File: src/rtl/chol_dot_seq.sv
// -----------------------------------------------------------------------------
// chol_dot_seq
//   Sequences one dot product at a time through an external multiply-accumulate
//   unit. The accumulator is preloaded from init, then each accepted operand
//   pair is presented to the MAC (addend = current accumulator) for
//   MAC_LATENCY+1 enabled cycles. The MAC result is captured back into the
//   accumulator. After len pairs the accumulator is offered as the result.
//   Only one product is in flight at any time.
//
// Ports
//   clk, rst_n           clock, asynchronous active-low reset
//   start, len, init     request a dot product of len pairs, accumulator seed
//   in_valid, in_ready   operand pair handshake (in_a, in_b signed 32-bit)
//   mac_clken            enable for the downstream MAC pipeline
//   mac_a, mac_b, mac_c  MAC operands; mac_c is the running accumulator
//   mac_out              MAC result a*b+c
//   res_valid, res_ready result handshake, res_data = final accumulator
//   busy                 high whenever the sequencer is not idle
// -----------------------------------------------------------------------------
module chol_dot_seq #(
  parameter int MAC_LATENCY = 4,
  parameter int LEN_W       = 8
) (
  input  logic                clk,
  input  logic                rst_n,
  input  logic                start,
  input  logic [LEN_W-1:0]    len,
  input  logic [63:0]         init,
  input  logic                in_valid,
  output logic                in_ready,
  input  logic signed [31:0]  in_a,
  input  logic signed [31:0]  in_b,
  output logic                mac_clken,
  output logic signed [31:0]  mac_a,
  output logic signed [31:0]  mac_b,
  output logic [63:0]         mac_c,
  input  logic [63:0]         mac_out,
  output logic                res_valid,
  input  logic                res_ready,
  output logic [63:0]         res_data,
  output logic                busy
);

  localparam int CNT_W = (MAC_LATENCY < 1) ? 1 : $clog2(MAC_LATENCY + 1);
  localparam logic [CNT_W-1:0] CNT_LAST = CNT_W'(MAC_LATENCY);

  typedef enum logic [1:0] {
    IDLE  = 2'd0,
    FETCH = 2'd1,
    WAIT  = 2'd2,
    DONE  = 2'd3
  } state_t;

  state_t              state_q, state_d;
  logic [63:0]         acc_q, acc_d;
  logic signed [31:0]  op_a_q, op_a_d;
  logic signed [31:0]  op_b_q, op_b_d;
  logic [CNT_W-1:0]    cnt_q, cnt_d;
  logic [LEN_W-1:0]    rem_q, rem_d;

  always_comb begin
    state_d = state_q;
    acc_d   = acc_q;
    op_a_d  = op_a_q;
    op_b_d  = op_b_q;
    cnt_d   = cnt_q;
    rem_d   = rem_q;
    case (state_q)
      IDLE: begin
        if (start) begin
          acc_d = init;
          if (len != '0) begin
            rem_d   = len;
            state_d = FETCH;
          end else begin
            // Empty product: the seed itself is the result.
            state_d = DONE;
          end
        end
      end
      FETCH: begin
        if (in_valid) begin
          op_a_d  = in_a;
          op_b_d  = in_b;
          cnt_d   = '0;
          state_d = WAIT;
        end
      end
      WAIT: begin
        // Operands and accumulator stay frozen so the MAC sees one stable
        // a*b+c for its whole latency; the result lands when cnt hits the end.
        cnt_d = cnt_q + 1'b1;
        if (cnt_q == CNT_LAST) begin
          acc_d   = mac_out;
          rem_d   = rem_q - 1'b1;
          state_d = (rem_q == LEN_W'(1)) ? DONE : FETCH;
        end
      end
      DONE: begin
        if (res_ready) state_d = IDLE;
      end
      default: state_d = IDLE;
    endcase
  end

  always_ff @(posedge clk or negedge rst_n) begin
    if (!rst_n) begin
      state_q <= IDLE;
      acc_q   <= '0;
      op_a_q  <= '0;
      op_b_q  <= '0;
      cnt_q   <= '0;
      rem_q   <= '0;
    end else begin
      state_q <= state_d;
      acc_q   <= acc_d;
      op_a_q  <= op_a_d;
      op_b_q  <= op_b_d;
      cnt_q   <= cnt_d;
      rem_q   <= rem_d;
    end
  end

  // Handshake outputs decode the state register only, so neither in_valid
  // nor res_ready can reach them combinationally.
  assign in_ready  = (state_q == FETCH);
  assign mac_clken = (state_q == WAIT);
  assign res_valid = (state_q == DONE);
  assign busy      = (state_q != IDLE);

  assign mac_a    = op_a_q;
  assign mac_b    = op_b_q;
  assign mac_c    = acc_q;
  assign res_data = acc_q;

endmodule

File: config.mk
export PLATFORM = sky130hd
export DESIGN_NAME = chol_dot_seq
export DESIGN_NICKNAME = d
export VERILOG_FILES = /design/src/rtl/chol_dot_seq.sv
export SDC_FILE = /design/constraint.sdc
export NUM_CORES = 1
export LEC_CHECK = 0
export ABC_AREA = 0
export CAP_MARGIN = 40
export CORE_AREA = 2 2 156 158
export CTS_BUF_LIST = sky130_fd_sc_hd__clkbuf_2
export CTS_CLUSTER_DIAMETER = 80
export DETAILED_ROUTE_END_ITERATION = 7
export DIE_AREA = 0 0 158 160
export GPL_TIMING_DRIVEN = 0
export PLACE_DENSITY_LB_ADDON = 0.05
export SETUP_SLACK_MARGIN = 0.05
export SYNTH_ARGS = -nofsm -noshare
export SYNTH_HDL_FRONTEND = slang
export SYNTH_SLANG_ARGS = --single-unit
File: constraint.sdc
create_clock -name clk -period 2.25 [get_ports clk]
set_input_delay 0.45 -clock clk [delete_from_list [all_inputs] [get_ports clk]]
set_output_delay 0.45 -clock clk [all_outputs]
set_load 0.1 [all_outputs]
==> flow_summary.ini <==
[placed_design]
place.gp.congestion = 0.801
io_buffers = 400
pre_cts_ws_ns = -0.458
dp_hpwl_um = 23200

[detailed_routing]
remaining_drc_errors = 0
drt_first_pass_iters = 5
wl_per_cell_um = 19.8
via_per_inst = 4.58
drt_iter0_drc = 356
drtAntennaViolNets = 0
vias = 7098
routed_wl_um = 30700

[clock_tree]
cts_sinks = 141
root_buffer = clkbuf_2
cts_tree = yes
cts.clk_slew.worst_paths_ns = 0.27
cts_max_level = 4
clockBufferDepth = 2
clkLatencyLatePin_ns = 0.70
cts-buffers-inserted = 17

[floorplan]
die_h_um = 160
start_util_pct = 28.3
die-area_um2 = 25300
core-area_um2 = 23800
rows = 57
ios = 401
die_w_um = 158

[logic_synthesis]
ys_warn_count = 0
synth_top_cell_by_area = dfrtp_1
syn-cell-area_um2 = 6730
ys_seq_elements = 141
ys_seq_area_share_pct = 52.4
yosysTopAreaCellShare_pct = 52.4
synth_cell_types = 42
synth_fp_nets = 860
synth_area_leaders = dfrtp_1 52%, nand2_1 7.7%, buf_4 7.4%
synth-edff-count = 0
synth_cells = 651
ys_dominant_reg_cell = dfrtp_1
avgSynthCellArea_um2 = 10.3
async_flop_share_pct = 100

[grt]
grt_pass1_vias = 7349
grt_max_degree = 95
grt-ovfl-total = 0
antenna_found_initial = 10
grt_pass1_wl_um = 44900
grt_usage_pct = 23.9

[sta]
setup_viol_count_final = 0
max_freq_ghz = 0.449
hold_viol_final = 0
finalWorstSetupSlack_ns = 0.0222
finalCritPeriodShare_pct = 99.0
slew_headroom_pct = 63.0
rsz0062_at_grt = true
drv_slew = 0
skew_ns = 0.0525
period_needed_ns = 2.23
worst_slew_pin_slew_ns = 0.556

[critical_path]
crit_path_max_fanout = 4
setup.worst_path.class = reg -> out
required_ns = 1.80
setup.worst_path.end_class = primary output
r2r_slack_ns = 0.35
critPathLaunchType = flop
crit_arrival_ns = 1.78

[final_layout]
finalNetCount = 1414
drive_above_1_share_pct = 40.4
fin_util_pct = 62.4
fillers = 1922
syn_to_final_growth_pct = 121

[run]
maxCapViolCount = 0

[worst_hold_path]
hp-class = in -> async

[outcome]
status = finished clean
-- timing repair --
action                                  CTS  global route
resized for setup                       216            22
hold buffers                              1             0
cloned                                    0             1
setup buffers                            76            11
hold endpoints to repair                 61             0
endpoints found under the setup margin  196            22
-- flip-flops by register name, indices dropped and copies added (netlist names) --
name     cells
mac_b       32
mac_a       32
mac_c       64
state_q      2
rem_q        8
cnt_q        3
-- layer usage --
metal | up-vias | track usage (%) | share of wire [%]
li1 | 3253 | - | -
met1 | 3460 | 26.3 | 36
met2 | 309 | 41.4 | 52
met3 | 72 | 6.68 | 7.0
met4 | 4 | 12.7 | 4.6
met5 | - | 0 | 0.088
-- kinds of logic after synthesis --
group / count (synthesis) / synth area share (%)
and+or+nand+nor: 234 / 14.1
DFF: 141 / 52.4
buffers and inverters: 111 / 11.0
AOI/OAI and AO/OA: 93 / 8.77
muxes: 67 / 12.8
adders and majority gates: 4 / 0.743
xor gates and xnor gates: 1 / 0.130
-- path summary, 6_finish.rpt --
| path | startpoint | endpoint | cells after the start |
|---|---|---|---|
| setup / recovery | state_q[0]$_DFFE_PN0P_ | mac_clken | 5 |
| setup reg to reg | state_q[1]$_DFFE_PN0P_ | mac_c[30]$_DFFE_PN0P_ | 7 |
| hold / removal | rst_n | mac_a[10]$_DFFE_PN0P_ | 2 |
| min in group clk | init[34] | mac_c[34]$_DFFE_PN0P_ | 3 |
| hold reg to reg | cnt_q[0]$_DFFE_PN0P_ | cnt_q[0]$_DFFE_PN0P_ | 1 |
| max in group asynchronous | rst_n | mac_c[7]$_DFFE_PN0P_ | 3 |
-- Yosys cell counts (3+ instances only) --
cell type / number
o21ai_0: 3
ha_1: 4
nand2_1: 138
buf_2: 26
nand3_1: 4
inv_1: 5
a21oi_1: 9
a31oi_1: 69
nand2b_1: 3
mux2_1: 8
nor2_1: 75
a31o_2: 3
buf_6: 6
mux2_2: 27
clkbuf_1: 7
mux2_4: 30
dfrtp_1: 141
buf_4: 66
-- area by class of cell --
type | instances | area (um2) | area share (%)
clock buffer | 17 | 85.1 | 0.572
buffer | 103 | 734 | 4.94
multi-input combinational | 399 | 2470 | 16.6
inverter | 6 | 30.0 | 0.202
clock inverter | 15 | 136 | 0.917
sequential | 141 | 3540 | 23.8
antenna | 7 | 17.5 | 0.118
timing repair buffer | 537 | 7450 | 50.1
tap | 324 | 405 | 2.73
-- critical path: stages, from the launching register on --
cell and delay [ns]:
dfrtp_2 0.49, nand2b_4 0.15, buf_12 0.13, inv_8 0.05, buf_12 0.10, buf_16 0.16
-- layout by cell type (no fill, tap or decap), drive strengths merged, types with 2 or more instances in the layout --
master and count:
clkinv 7, inv 11, dfrtp 141, clkbuf 28, and2 2, nor3 2
diode 7, clkinvlp 2, o21ai 3, nand2b 3, nor4 2, nand3 5
mux2 65, a21oi 10, nor2 75, o22ai 2, a31o 3, clkdlybuf4s50 203
dlygate4sd2 33, ha 4, nand2 138, clkdlybuf4s15 10, mux2i 2, a31oi 69
buf 382
-- stage by stage --
stage | setup TNS (ns) | hold slack (ns) | area (um2) | cells
floorplan | 0 | 0.154 | 6730 | 651
global placement | -803.65 | 0.474 | 11100 | 1375
detailed placement | -0.458 | 0.383 | 14700 | 1572
CTS | -0.294 | 0.125 | 14800 | 1531
global route | -0.262 | 0.101 | 14900 | 1549
finish | 0 | 0.182 | 14900 | 1549
Power is left out: the tool's default activity adds up to more than one toggle a clock period on the data nets, which glitch-free logic cannot reach.
